[config.mk]
export PLATFORM = sky130hd
export DESIGN_NAME = max7219_frame_scheduler
export DESIGN_NICKNAME = d
export VERILOG_FILES = /design/src/rtl/max7219_frame_scheduler_pkg.sv /design/src/rtl/max7219_serializer.sv /design/src/rtl/max7219_frame_scheduler.sv
export SDC_FILE = /design/constraint.sdc
export NUM_CORES = 1
export LEC_CHECK = 0
export CAP_MARGIN = 20
export CELL_PAD_IN_SITES_DETAIL_PLACEMENT = 0
export CELL_PAD_IN_SITES_GLOBAL_PLACEMENT = 1
export CORE_AREA = 10 10 155 157
export DETAILED_ROUTE_END_ITERATION = 16
export DIE_AREA = 0 0 165 167
export GPL_ROUTABILITY_DRIVEN = 0
export HOLD_SLACK_MARGIN = 0.15
export PLACE_DENSITY_LB_ADDON = 0.1
export SETUP_SLACK_MARGIN = 0.5
export SLEW_MARGIN = 10
export SYNTH_ARGS = -nofsm -noshare
export SYNTH_HDL_FRONTEND = slang
export SYNTH_SLANG_ARGS = --single-unit
[constraint.sdc]
create_clock -name i_Clk -period 3.18 [get_ports i_Clk]
set_input_delay 0.636 -clock i_Clk [delete_from_list [all_inputs] [get_ports i_Clk]]
set_output_delay 0.636 -clock i_Clk [all_outputs]
set_load 0.005 [all_outputs]
[src/rtl/max7219_frame_scheduler_pkg.sv]
// MAX7219 register map, init words and state encodings shared by the frame scheduler slice.
package max7219_types;

  localparam logic [3:0] HDR              = 4'h0;
  localparam logic [3:0] REG_ROW_0        = 4'h1;
  localparam logic [3:0] REG_ROW_1        = 4'h2;
  localparam logic [3:0] REG_ROW_2        = 4'h3;
  localparam logic [3:0] REG_ROW_3        = 4'h4;
  localparam logic [3:0] REG_ROW_4        = 4'h5;
  localparam logic [3:0] REG_ROW_5        = 4'h6;
  localparam logic [3:0] REG_ROW_6        = 4'h7;
  localparam logic [3:0] REG_ROW_7        = 4'h8;
  localparam logic [3:0] REG_DECODE       = 4'h9;
  localparam logic [3:0] REG_INTENSITY    = 4'hA;
  localparam logic [3:0] REG_SCAN_LIMIT   = 4'hB;
  localparam logic [3:0] REG_SHUTDOWN     = 4'hC;
  localparam logic [3:0] REG_DISPLAY_TEST = 4'hF;

  localparam logic [15:0] INIT_DISPLAY_TEST_OFF = {HDR, REG_DISPLAY_TEST, 8'h00};
  localparam logic [15:0] INIT_SCAN_LIMIT       = {HDR, REG_SCAN_LIMIT, 8'h07};
  localparam logic [15:0] INIT_NO_DECODE        = {HDR, REG_DECODE, 8'h00};
  localparam logic [15:0] INIT_NORMAL_OP        = {HDR, REG_SHUTDOWN, 8'h01};
  localparam logic [2:0]  INIT_LAST             = 3'd4;

  typedef enum logic [2:0] {
    RESET_IDLE,
    INIT,
    FRAME_LATCH,
    INTENSITY,
    ROWS,
    WAIT
  } sched_state_e;

  typedef enum logic [1:0] {
    SER_IDLE,
    SER_LOW,
    SER_HIGH,
    SER_GAP
  } ser_phase_e;

  function automatic logic [15:0] intensity_word(input logic [3:0] level);
    return {HDR, REG_INTENSITY, 4'h0, level};
  endfunction

  function automatic logic [15:0] init_word(input logic [2:0] idx, input logic [3:0] level);
    case (idx)
      3'd0:    return INIT_DISPLAY_TEST_OFF;
      3'd1:    return INIT_SCAN_LIMIT;
      3'd2:    return INIT_NO_DECODE;
      3'd3:    return intensity_word(level);
      default: return INIT_NORMAL_OP;
    endcase
  endfunction

endpackage

[src/rtl/max7219_serializer.sv]
// Shifts one LOAD-low window of N 16-bit words, MSB of the top word first, then holds LOAD high for CLK_DIV cycles.
module max7219_serializer
  import max7219_types::*;
#(
  parameter int unsigned N       = 1,
  parameter int unsigned CLK_DIV = 6
) (
  input  logic              i_Clk,
  input  logic              i_Rst_n,
  input  logic              i_Start,
  input  logic [16*N-1:0]   i_Words,
  output logic              o_DIN,
  output logic              o_CLK,
  output logic              o_LOAD,
  output logic              o_Busy,
  output logic              o_Done
);

  localparam int unsigned BITS = 16 * N;
  localparam int unsigned BW   = $clog2(BITS);
  localparam int unsigned DW   = $clog2(CLK_DIV + 1);
  localparam logic [BW-1:0] BIT_LAST   = BW'(BITS - 1);
  localparam logic [DW-1:0] DIV_RELOAD = DW'(CLK_DIV - 1);

  ser_phase_e      phase_q, phase_d;
  logic [DW-1:0]   div_q, div_d;
  logic [BW-1:0]   bit_q, bit_d;
  logic [BITS-1:0] shift_q, shift_d;
  logic            din_q, din_d;
  logic            clk_q, clk_d;
  logic            load_q, load_d;
  logic            busy_q, busy_d;
  logic            done;

  always_ff @(posedge i_Clk or negedge i_Rst_n) begin
    if (!i_Rst_n) begin
      phase_q <= SER_IDLE;
      div_q   <= '0;
      bit_q   <= '0;
      shift_q <= '0;
      din_q   <= 1'b0;
      clk_q   <= 1'b0;
      load_q  <= 1'b1;
      busy_q  <= 1'b0;
    end else begin
      phase_q <= phase_d;
      div_q   <= div_d;
      bit_q   <= bit_d;
      shift_q <= shift_d;
      din_q   <= din_d;
      clk_q   <= clk_d;
      load_q  <= load_d;
      busy_q  <= busy_d;
    end
  end

  always_comb begin
    phase_d = phase_q;
    div_d   = div_q;
    bit_d   = bit_q;
    shift_d = shift_q;
    din_d   = din_q;
    clk_d   = clk_q;
    load_d  = load_q;
    busy_d  = busy_q;
    done    = (phase_q == SER_GAP) && (div_q == '0);

    case (phase_q)
      SER_LOW: begin
        if (div_q == '0) begin
          clk_d   = 1'b1;
          div_d   = DIV_RELOAD;
          phase_d = SER_HIGH;
        end else begin
          div_d = div_q - DW'(1);
        end
      end
      SER_HIGH: begin
        if (div_q == '0) begin
          clk_d = 1'b0;
          div_d = DIV_RELOAD;
          if (bit_q == '0) begin
            load_d  = 1'b1;
            din_d   = 1'b0;
            phase_d = SER_GAP;
          end else begin
            bit_d   = bit_q - BW'(1);
            shift_d = {shift_q[BITS-2:0], 1'b0};
            din_d   = shift_q[BITS-2];
            phase_d = SER_LOW;
          end
        end else begin
          div_d = div_q - DW'(1);
        end
      end
      SER_GAP: begin
        if (div_q == '0) begin
          phase_d = SER_IDLE;
          busy_d  = 1'b0;
        end else begin
          div_d = div_q - DW'(1);
        end
      end
      default: ;
    endcase

    // A start in the last gap cycle chains back-to-back so transactions stay exactly T apart.
    if (i_Start && ((phase_q == SER_IDLE) || done)) begin
      shift_d = i_Words;
      din_d   = i_Words[BITS-1];
      load_d  = 1'b0;
      clk_d   = 1'b0;
      div_d   = DIV_RELOAD;
      bit_d   = BIT_LAST;
      busy_d  = 1'b1;
      phase_d = SER_LOW;
    end
  end

  assign o_DIN  = din_q;
  assign o_CLK  = clk_q;
  assign o_LOAD = load_q;
  assign o_Busy = busy_q;
  assign o_Done = done;

endmodule

[src/rtl/max7219_frame_scheduler.sv]
// Runs the MAX7219 init broadcast, then per frame: snapshot, optional intensity update, 8 row transactions, refresh wait.
module max7219_frame_scheduler
  import max7219_types::*;
#(
  parameter int unsigned DISP_ROWS      = 1,
  parameter int unsigned DISP_COLUMNS   = 1,
  parameter int unsigned CLK_DIV        = 6,
  parameter int unsigned REFRESH_CLOCKS = 60000
) (
  input  logic                                             i_Clk,
  input  logic                                             i_Rst_n,
  input  logic [0:7][DISP_ROWS-1:0][DISP_COLUMNS-1:0][15:0] i_MAX7219_DataStream,
  input  logic [3:0]                                       i_Intensity,
  output logic                                             o_MAX7219_DIN,
  output logic                                             o_MAX7219_CLK,
  output logic                                             o_MAX7219_LOAD,
  output logic                                             o_Busy,
  output logic                                             o_FrameDone
);

  localparam int unsigned N  = DISP_ROWS * DISP_COLUMNS;
  localparam int unsigned WW = (REFRESH_CLOCKS > 0) ? $clog2(REFRESH_CLOCKS + 1) : 1;
  localparam logic [WW-1:0] WAIT_RELOAD = WW'(REFRESH_CLOCKS - 1);

  sched_state_e           state_q, state_d;
  logic [2:0]             init_q, init_d;
  logic [2:0]             row_q, row_d;
  logic [WW-1:0]          wait_q, wait_d;
  logic [3:0]             last_int_q, last_int_d;
  logic [0:7][N-1:0][15:0] snap_q, snap_d;
  logic                   fd_q, fd_d;
  logic                   start;
  logic [N-1:0][15:0]     words;
  logic                   ser_done;

  always_ff @(posedge i_Clk or negedge i_Rst_n) begin
    if (!i_Rst_n) begin
      state_q    <= RESET_IDLE;
      init_q     <= '0;
      row_q      <= '0;
      wait_q     <= '0;
      last_int_q <= '0;
      snap_q     <= '0;
      fd_q       <= 1'b0;
    end else begin
      state_q    <= state_d;
      init_q     <= init_d;
      row_q      <= row_d;
      wait_q     <= wait_d;
      last_int_q <= last_int_d;
      snap_q     <= snap_d;
      fd_q       <= fd_d;
    end
  end

  always_comb begin
    state_d    = state_q;
    init_d     = init_q;
    row_d      = row_q;
    wait_d     = wait_q;
    last_int_d = last_int_q;
    snap_d     = snap_q;
    fd_d       = 1'b0;
    start      = 1'b0;
    words      = '0;

    case (state_q)
      RESET_IDLE: begin
        start      = 1'b1;
        words      = {N{init_word(3'd0, i_Intensity)}};
        init_d     = '0;
        last_int_d = i_Intensity;
        state_d    = INIT;
      end
      INIT: begin
        if (ser_done) begin
          if (init_q == INIT_LAST) begin
            state_d = FRAME_LATCH;
          end else begin
            init_d = init_q + 3'd1;
            start  = 1'b1;
            words  = {N{init_word(init_d, last_int_q)}};
          end
        end
      end
      FRAME_LATCH: begin
        // First transaction launches from the live inputs, which equal what the snapshot captures this cycle.
        snap_d = i_MAX7219_DataStream;
        start  = 1'b1;
        if (i_Intensity != last_int_q) begin
          last_int_d = i_Intensity;
          words      = {N{intensity_word(i_Intensity)}};
          state_d    = INTENSITY;
        end else begin
          row_d   = '0;
          words   = i_MAX7219_DataStream[0];
          state_d = ROWS;
        end
      end
      INTENSITY: begin
        if (ser_done) begin
          start   = 1'b1;
          row_d   = '0;
          words   = snap_q[0];
          state_d = ROWS;
        end
      end
      ROWS: begin
        if (ser_done) begin
          if (row_q == 3'd7) begin
            fd_d    = 1'b1;
            wait_d  = WAIT_RELOAD;
            state_d = (REFRESH_CLOCKS == 0) ? FRAME_LATCH : WAIT;
          end else begin
            row_d = row_q + 3'd1;
            start = 1'b1;
            words = snap_q[row_d];
          end
        end
      end
      WAIT: begin
        if (wait_q == '0) begin
          state_d = FRAME_LATCH;
        end else begin
          wait_d = wait_q - WW'(1);
        end
      end
      default: state_d = RESET_IDLE;
    endcase
  end

  max7219_serializer #(
    .N       (N),
    .CLK_DIV (CLK_DIV)
  ) u_serializer (
    .i_Clk   (i_Clk),
    .i_Rst_n (i_Rst_n),
    .i_Start (start),
    .i_Words (words),
    .o_DIN   (o_MAX7219_DIN),
    .o_CLK   (o_MAX7219_CLK),
    .o_LOAD  (o_MAX7219_LOAD),
    .o_Busy  (o_Busy),
    .o_Done  (ser_done)
  );

  assign o_FrameDone = fd_q;

endmodule

After elaboration in Yosys (flattened, before gate mapping). Cells that the tools add are included.

Register bits after elaboration: 186. Logic and storage cells: 167. Bits of input ports: 134. Output and inout port bits: 5.

Magnitude comparators: 1. Reduce and logical (&&, ||, !) cells: 34. Bitwise operators: 1. Equality and inequality tests: 30. Multiplexer cells: 74. Add/sub/neg operators: 5.

Operators by type and width (count): $mux 16 (9); $pmux 16 s5 (1); $mux 15 (4); $bmux 16 s3 (1); $mux 3 (16); $pmux 11 s4 (1); $pmux 16 s2 (1); $mux 12 (2); $ne 2x2->1 const B (12); $mux 1 (21); $mux 4 (5); $pmux 3 s6 (1); $logic_not 16->1 (1); $sub 16x1->16 const B (1); $reduce_bool 2->1 (7); $eq 3x2->1 const B (4); $eq 3x3->1 const B (4); $pmux 3 s2 (2); $reduce_and 3->1 (4); $mux 2 (5); $logic_not 3->1 (3); $pmux 3 s3 (1); $reduce_bool 3->1 (3); $pmux 4 s2 (1); 24 further kinds (35).

Depth between registers and ports, before layout.
Depth after elaboration: 9. Depth in mapped cells: 10.

Cells and area by module. Synthesis repeated with hierarchy kept, for this count alone.

Cells, all modules: 1023. Area total of the unflattened synthesis: 9539.1 µm².

Modules (own cells, without submodules): max7219_frame_scheduler (area an instance 7943.9 µm², times used 1, cells each 856); max7219_serializer (area an instance 1595.3 µm², times used 1, cells each 167).

Worst setup path after synthesis. No wires, ideal clock.

Path type: in2reg. Start point: input port i_Intensity[1]. End point: register u_serializer.shift_q[11]. Cell stages on the path: 6. Slack: 1.117 ns. Arrival time: 1.922 ns. Buffers on the path: 1. Data required time: 3.039 ns. Cell sequence: xor2_1 nor4_4 buf_2 a21oi_1 nor4_1 a31oi_1.

Cells in the longest elaborated chain, start to end: 4.

RTL lines: from (decl) (RTL line max7219_frame_scheduler.sv:13) `input logic [3:0] i_Intensity,`; $ne 4x4->1 (RTL line max7219_frame_scheduler.sv:90) `if (i_Intensity != last_int_q) begin`; $mux 16 (RTL line max7219_frame_scheduler.sv:90); $pmux 16 s5 (RTL line max7219_frame_scheduler.sv:67) `case (state_q)`; $mux 15 (RTL line max7219_serializer.sv:108) `if (i_Start && ((phase_q == SER_IDLE) || done)) begin`; to (signal assigned) (RTL line max7219_serializer.sv:49) `shift_q <= shift_d;`; to (decl) (RTL line max7219_serializer.sv:28) `logic [BITS-1:0] shift_q, shift_d;`.

Every way passes these cells. A chain may end at the register's enable or synchronous reset.

Final worst setup path.
Start point: register row_q[0]. End point: register row_q[0].

Cells in the longest elaborated chain, start to end: 4. Elaborated cells on any way between the ends: 7.

RTL lines: from (decl) (RTL line max7219_frame_scheduler.sv:27) `logic [2:0] row_q, row_d;`; from (signal assigned) (RTL line max7219_frame_scheduler.sv:48) `row_q <= row_d;`; $add 3x1->3 (RTL line max7219_frame_scheduler.sv:115) `row_d = row_q + 3'd1;`; $mux 3 (RTL line max7219_frame_scheduler.sv:110) `if (row_q == 3'd7) begin`; $mux 3 (RTL line max7219_frame_scheduler.sv:109) `if (ser_done) begin`; $pmux 3 s3 (RTL line max7219_frame_scheduler.sv:67).

Parallel ways exist; a longest one is shown, timed or not. The select of a mux whose other input is x is not followed.

==> results.toml <==
[sta]
tns_ps = 0
layout_worst_path_cycle_share = 0.783
worst_pin_slew_ps = 878
finalSetupViolCount = 0
slew_viol_final = 0
final-hold-violation-count = 0
rsz0062_at_grt = "no"
min_period_ps = 2490
slew_headroom = 0.410
fmax_ghz = 0.402
skew_ps = 9.54

[grt]
grt_pass1_vias = 7583
grt_use_total = 0.192
grt_util_met3 = 0.0468
grt_busiest_layer = "met2"
grtUsageMet1 = 0.262
grt_overflow = 0
grt_max_degree = 72
grt_pass1_wl_mm = 41.8
antenna_found_initial = 0
groute.layer.met2.usage = 0.302

[critical_path]
cp.required_ps = 3490
path_class = "flip-flop to flip-flop"
reg2reg_setup_slack_ps = 690
rr_startpoint = "row_q[0]"
cp.arrival_ps = 2800
startpoint = "row_q[0]"
endpoint_kind = "flip-flop"
critPathLaunchType = "flip-flop"
rr_endpoint = "row_q[0]"
cp_max_fo = 7
rr_worst_depth = 7
endpoint = "row_q[0]"

[cts]
cts_buffer_depth = 2
post_cts_buffers = 0
clk_latency_ps = 430
path_clk_slew_ps = 70
cts_sinks = 186
hold_buffers = 0
root_buffer = "clkbuf_16"
cts-resized-gates = 0
cts_htree_levels = 4
cts_tree = "built"
numCtsBuffers = 17

[synthesis]
yosysMostFrequentCell = "nand2_1"
yosys_most_used_dff = "dfrtp_1"
async_flop_share = 1.00
synth_edf_count = 0
syn_avg_cell_area_sq_um = 9.49
netlist_area_sq_mm = 0.00931
synth_top_cell_area_share = 0.497
synth_warnings = 0
synth_cell_types = 70
yosysSeqAreaShare = 0.500
syn-num-nets = 1131
synth-seq-cells = 186
synth_top_area_cell = "dfrtp_1"
synth_common_cells = "nand2_1 (425), dfrtp_1 (185), nor2_1 (33), mux4_2 (32), clkbuf_1 (31)"
netlist_top_cells_area = "dfrtp_1 (50%), nand2_1 (17%), mux4_2 (7.7%), mux2i_1 (2.5%), ha_1 (2.2%)"
synthCells = 981

[die]
rows = 53
dieArea_sq_mm = 0.0276
die_h_microns = 167
initial_utilization = 0.447
ios = 139
dieWidth_microns = 165
core_area_sq_mm = 0.0208

[final_layout]
final_cell_count_no_fill = 1391
drive_above_1_share = 0.102
final_util = 0.560
design_area_sq_mm = 0.0117
syn2layout_area_growth_pct = 25.2
regArea_sq_mm = 0.00466
multi_input_area_sq_mm = 0.00436
fillers = 1914
finalNetCount = 1252

[power]
powerDensity_mw_per_mm2 = 552
vdd_drop_max_mv = 0.317
p_leak_nw = 4.91
p_total_mw = 6.43

[placed_design]
place_inst = 1358
dp_hpwl_mm = 18.6
port_buffers = 138
placed_area_sq_mm = 0.0111

[route]
drtIter0Drc = 631
detail_route.wl_per_cell_microns = 18.6
firstDrtPassIters = 5
final_antenna_net_count = 0
via_per_inst = 5.26
vias = 7316
drc_errors = 0
routed_wl_mm = 25.9

[run]
cap_violations = 0

[outcome]
outcome = "complete, no violations"

[worst_hold_path]
min_path_type = "primary input to asynchronous set/reset pin"
-- through the flow --
step	setup slack, ps	hold slack (ps)
global placement	459	455
floorplan	1120	340
CTS	732	246
finish	690	230
global route	544	268
detailed placement	422	458
-- critical path, cell delays in order (launching register included) --
cell     delay (ps)
dfrtp_2         430
ha_1            210
ha_1            220
nor3_1          370
nand2_1         180
nor2_1          510
a21oi_1         160
mux2_2          300
-- how the worst min path moves through the flow --
stage / start / to / slack, ps
floorplan: i_Rst_n / init_q[0] / 340
global placement: snap_q[75] / snap_q[75] / 450
detailed placement: snap_q[75] / snap_q[75] / 460
CTS: i_Rst_n / wait_q[15] / 250
global route: i_Rst_n / wait_q[10] / 270
finish: i_Rst_n / wait_q[11] / 230
-- metal layers --
layer  wire, microns  vias up
met3            1400       19
met1           11800     3570
met2           12500      164
met4             229        0
met5               0        -
li1                -     3563
-- cells by family after synthesis --
| group | share of synthesized area |
|---|---|
| mux | 0.115 |
| xor+xnor | 0.00941 |
| fa+ha+maj | 0.0215 |
| flops | 0.500 |
| compound gates | 0.0816 |
| simple gates | 0.239 |
| buf+inv | 0.0331 |
-- report_power, final --
group / leakage [nW] / internal (mW) / switching [mW]
logic: 2.77 / 0.693 / 0.668
registers: 1.86 / 2.68 / 0.242
clock network: 0.281 / 1.19 / 0.953
total: 4.91 / 4.57 / 1.86
-- flip-flops by register name, summed over array words and instances, names as in the netlist, 2 cells and up --
| signal | count |
|---|---|
| wait_q | 16 |
| u_serializer.phase_q | 2 |
| snap_q | 128 |
| u_serializer.shift_q | 15 |
| u_serializer.div_q | 3 |
| u_serializer.bit_q | 4 |
| last_int_q | 4 |
| state_q | 3 |
| init_q | 3 |
| row_q | 3 |
-- cell usage in the layout, fill, tap and decap left out, types with 16 or more instances in the layout --
| cell type | count |
|---|---|
| nor2_1 | 33 |
| a21oi_1 | 17 |
| nor3_1 | 18 |
| clkdlybuf4s50_1 | 137 |
| ha_1 | 16 |
| nand2_1 | 424 |
| mux4_2 | 32 |
| dfrtp_1 | 184 |
| inv_1 | 17 |
| mux2i_1 | 23 |
| clkbuf_16 | 17 |
-- layout make-up --
type	instances	share of cell area
sequential	186	0.400
multi-input combinational	721	0.374
timing repair buffer	159	0.141
clock buffer	21	0.0386
tap	275	0.0295
clock inverter	11	0.0116
inverter	17	0.00548
antenna	1	0.000215
(Power assumes the default switching activity.)
==> patch, RTL diff (same flow settings) <==
The 6 states of `sched_state_e` get a one-hot encoding in 6 bits.
--- a/src/rtl/max7219_frame_scheduler_pkg.sv
+++ b/src/rtl/max7219_frame_scheduler_pkg.sv
@@ -23,11 +23,11 @@
   localparam logic [2:0]  INIT_LAST             = 3'd4;
 
-  typedef enum logic [2:0] {
-    RESET_IDLE,
-    INIT,
-    FRAME_LATCH,
-    INTENSITY,
-    ROWS,
-    WAIT
+  typedef enum logic [5:0] {
+    RESET_IDLE  = 6'b000001,
+    INIT        = 6'b000010,
+    FRAME_LATCH = 6'b000100,
+    INTENSITY   = 6'b001000,
+    ROWS        = 6'b010000,
+    WAIT        = 6'b100000
   } sched_state_e;
 
Check against the original RTL: no difference found for any inputs over 10 cycles, from zero or initial values and one cycle with i_Rst_n low; not proved beyond that.
==> patch against the unedited design <==
Area after synthesis increased by 3.4%; cell area increased by 2.6%; setup slack got worse by 0.0042 ns; routed wire length decreased by 0.41%; clock skew increased by 0.0060 ns; sequential cell count increased by 3; critical endpoint is now u_serializer.shift_q[12]; highest routed layer unchanged.
Power is not compared: it rests on default switching activity, and its combinational part moved more than twofold at a synthesized area within 25%.
==> patch: results (changes against the unedited design) <==
Parameter                              Value

STA
  Final hold slack    0.200 ns (-0.0294 ns)
  Clock skew    0.0155 ns (+0.00598 ns)

Finish
  Number of non-clock inverters in the layout    19 (+2)
  Area of the multi-input gates    4540 sq um (+4.1%)
  Number of buffers outside the clock class in the layout    169 (+6.3%)
  Fill cell count    1895 (-0.99%)
  Multi-input combinational area share    38.0% (+0.55 points)
  Clock buffer and inverter area fraction after layout    5.11% (+0.082 points)

Worst setup path
  Slowest CP cell    sky130_fd_sc_hd__dfrtp_1
  Data arrival, critical path    2.85 ns (+0.05 ns)
  Delay-heaviest family, CP    buffers and inverters
  Worst reg2reg path depth    9 (+2)
  Critical Path Max Stage Delay    0.43 ns (-0.08 ns)
  Critical-path maximum fanout    16 (+9)

Routing
  Average wire per cell in the routed design    18.1 um (-2.6%)
  Number of vias after detailed routing    7383 (+0.92%)
  Number of DRC violations after detailed-routing iteration 0    497 (-21%)

Synth
  Mean Syn Cell Area    9.55 sq um (+0.67%)
  Portion of the post-synthesis area used by sequential elements    49.1% (-0.87 points)
  Leading post-synthesis cells by cell area    sky130_fd_sc_hd__dfrtp_1, sky130_fd_sc_hd__nand2_1, sky130_fd_sc_hd__mux4_2
  Count of cell types in the netlist    68 (-2.9%)
  Ranking of synthesized cells by instance count    sky130_fd_sc_hd__nand2_1, sky130_fd_sc_hd__dfrtp_1, sky130_fd_sc_hd__mux2i_1, sky130_fd_sc_hd__nor2_1, sky130_fd_sc_hd__clkbuf_1

Run status
  Outcome    finished, final reports clean

Global routing
  Initial antenna violation count    1 (+1)
  Wire length of the first global-routing pass    41700 um (-0.15%)

Place
  Post-DP HPWL    18800 um (+1.1%)
  Instance area at placement    11300 sq um (+2.5%)
-- patch: metal layers --
layer / share of wire, % / global-route usage [%]
met1: 47 / 26.4
met2: 46 / 29.0
met4: 1.3 / 4.47
met3: 5.4 / 5.35
met5: 0 / 0
-- patch: cell families after synthesis --
group / synth area share [%]
mux: 13.3
simple gates: 23.2
buf+inv: 3.88
fa+ha+maj: 2.08
flops: 49.1
compound gates: 7.11
xor+xnor: 1.27
-- patch: final timing paths --
| path | start | end |
|---|---|---|
| max | init_q[0] | u_serializer.shift_q[12] |
| min | i_Rst_n | wait_q[8] |
| max reg2reg | init_q[0] | u_serializer.shift_q[12] |
| min reg2reg | snap_q[11] | snap_q[11] |
| max in group asynchronous | i_Rst_n | state_q[0] |
| min in group i_Clk | snap_q[11] | snap_q[11] |
-- patch: power breakdown --
part	internal, mW	total, mW	switching (mW)
combinational	0.158	0.252	0.0942
sequential	2.40	2.41	0.00278
clock	1.08	2.19	1.11
total	3.64	4.85	1.21
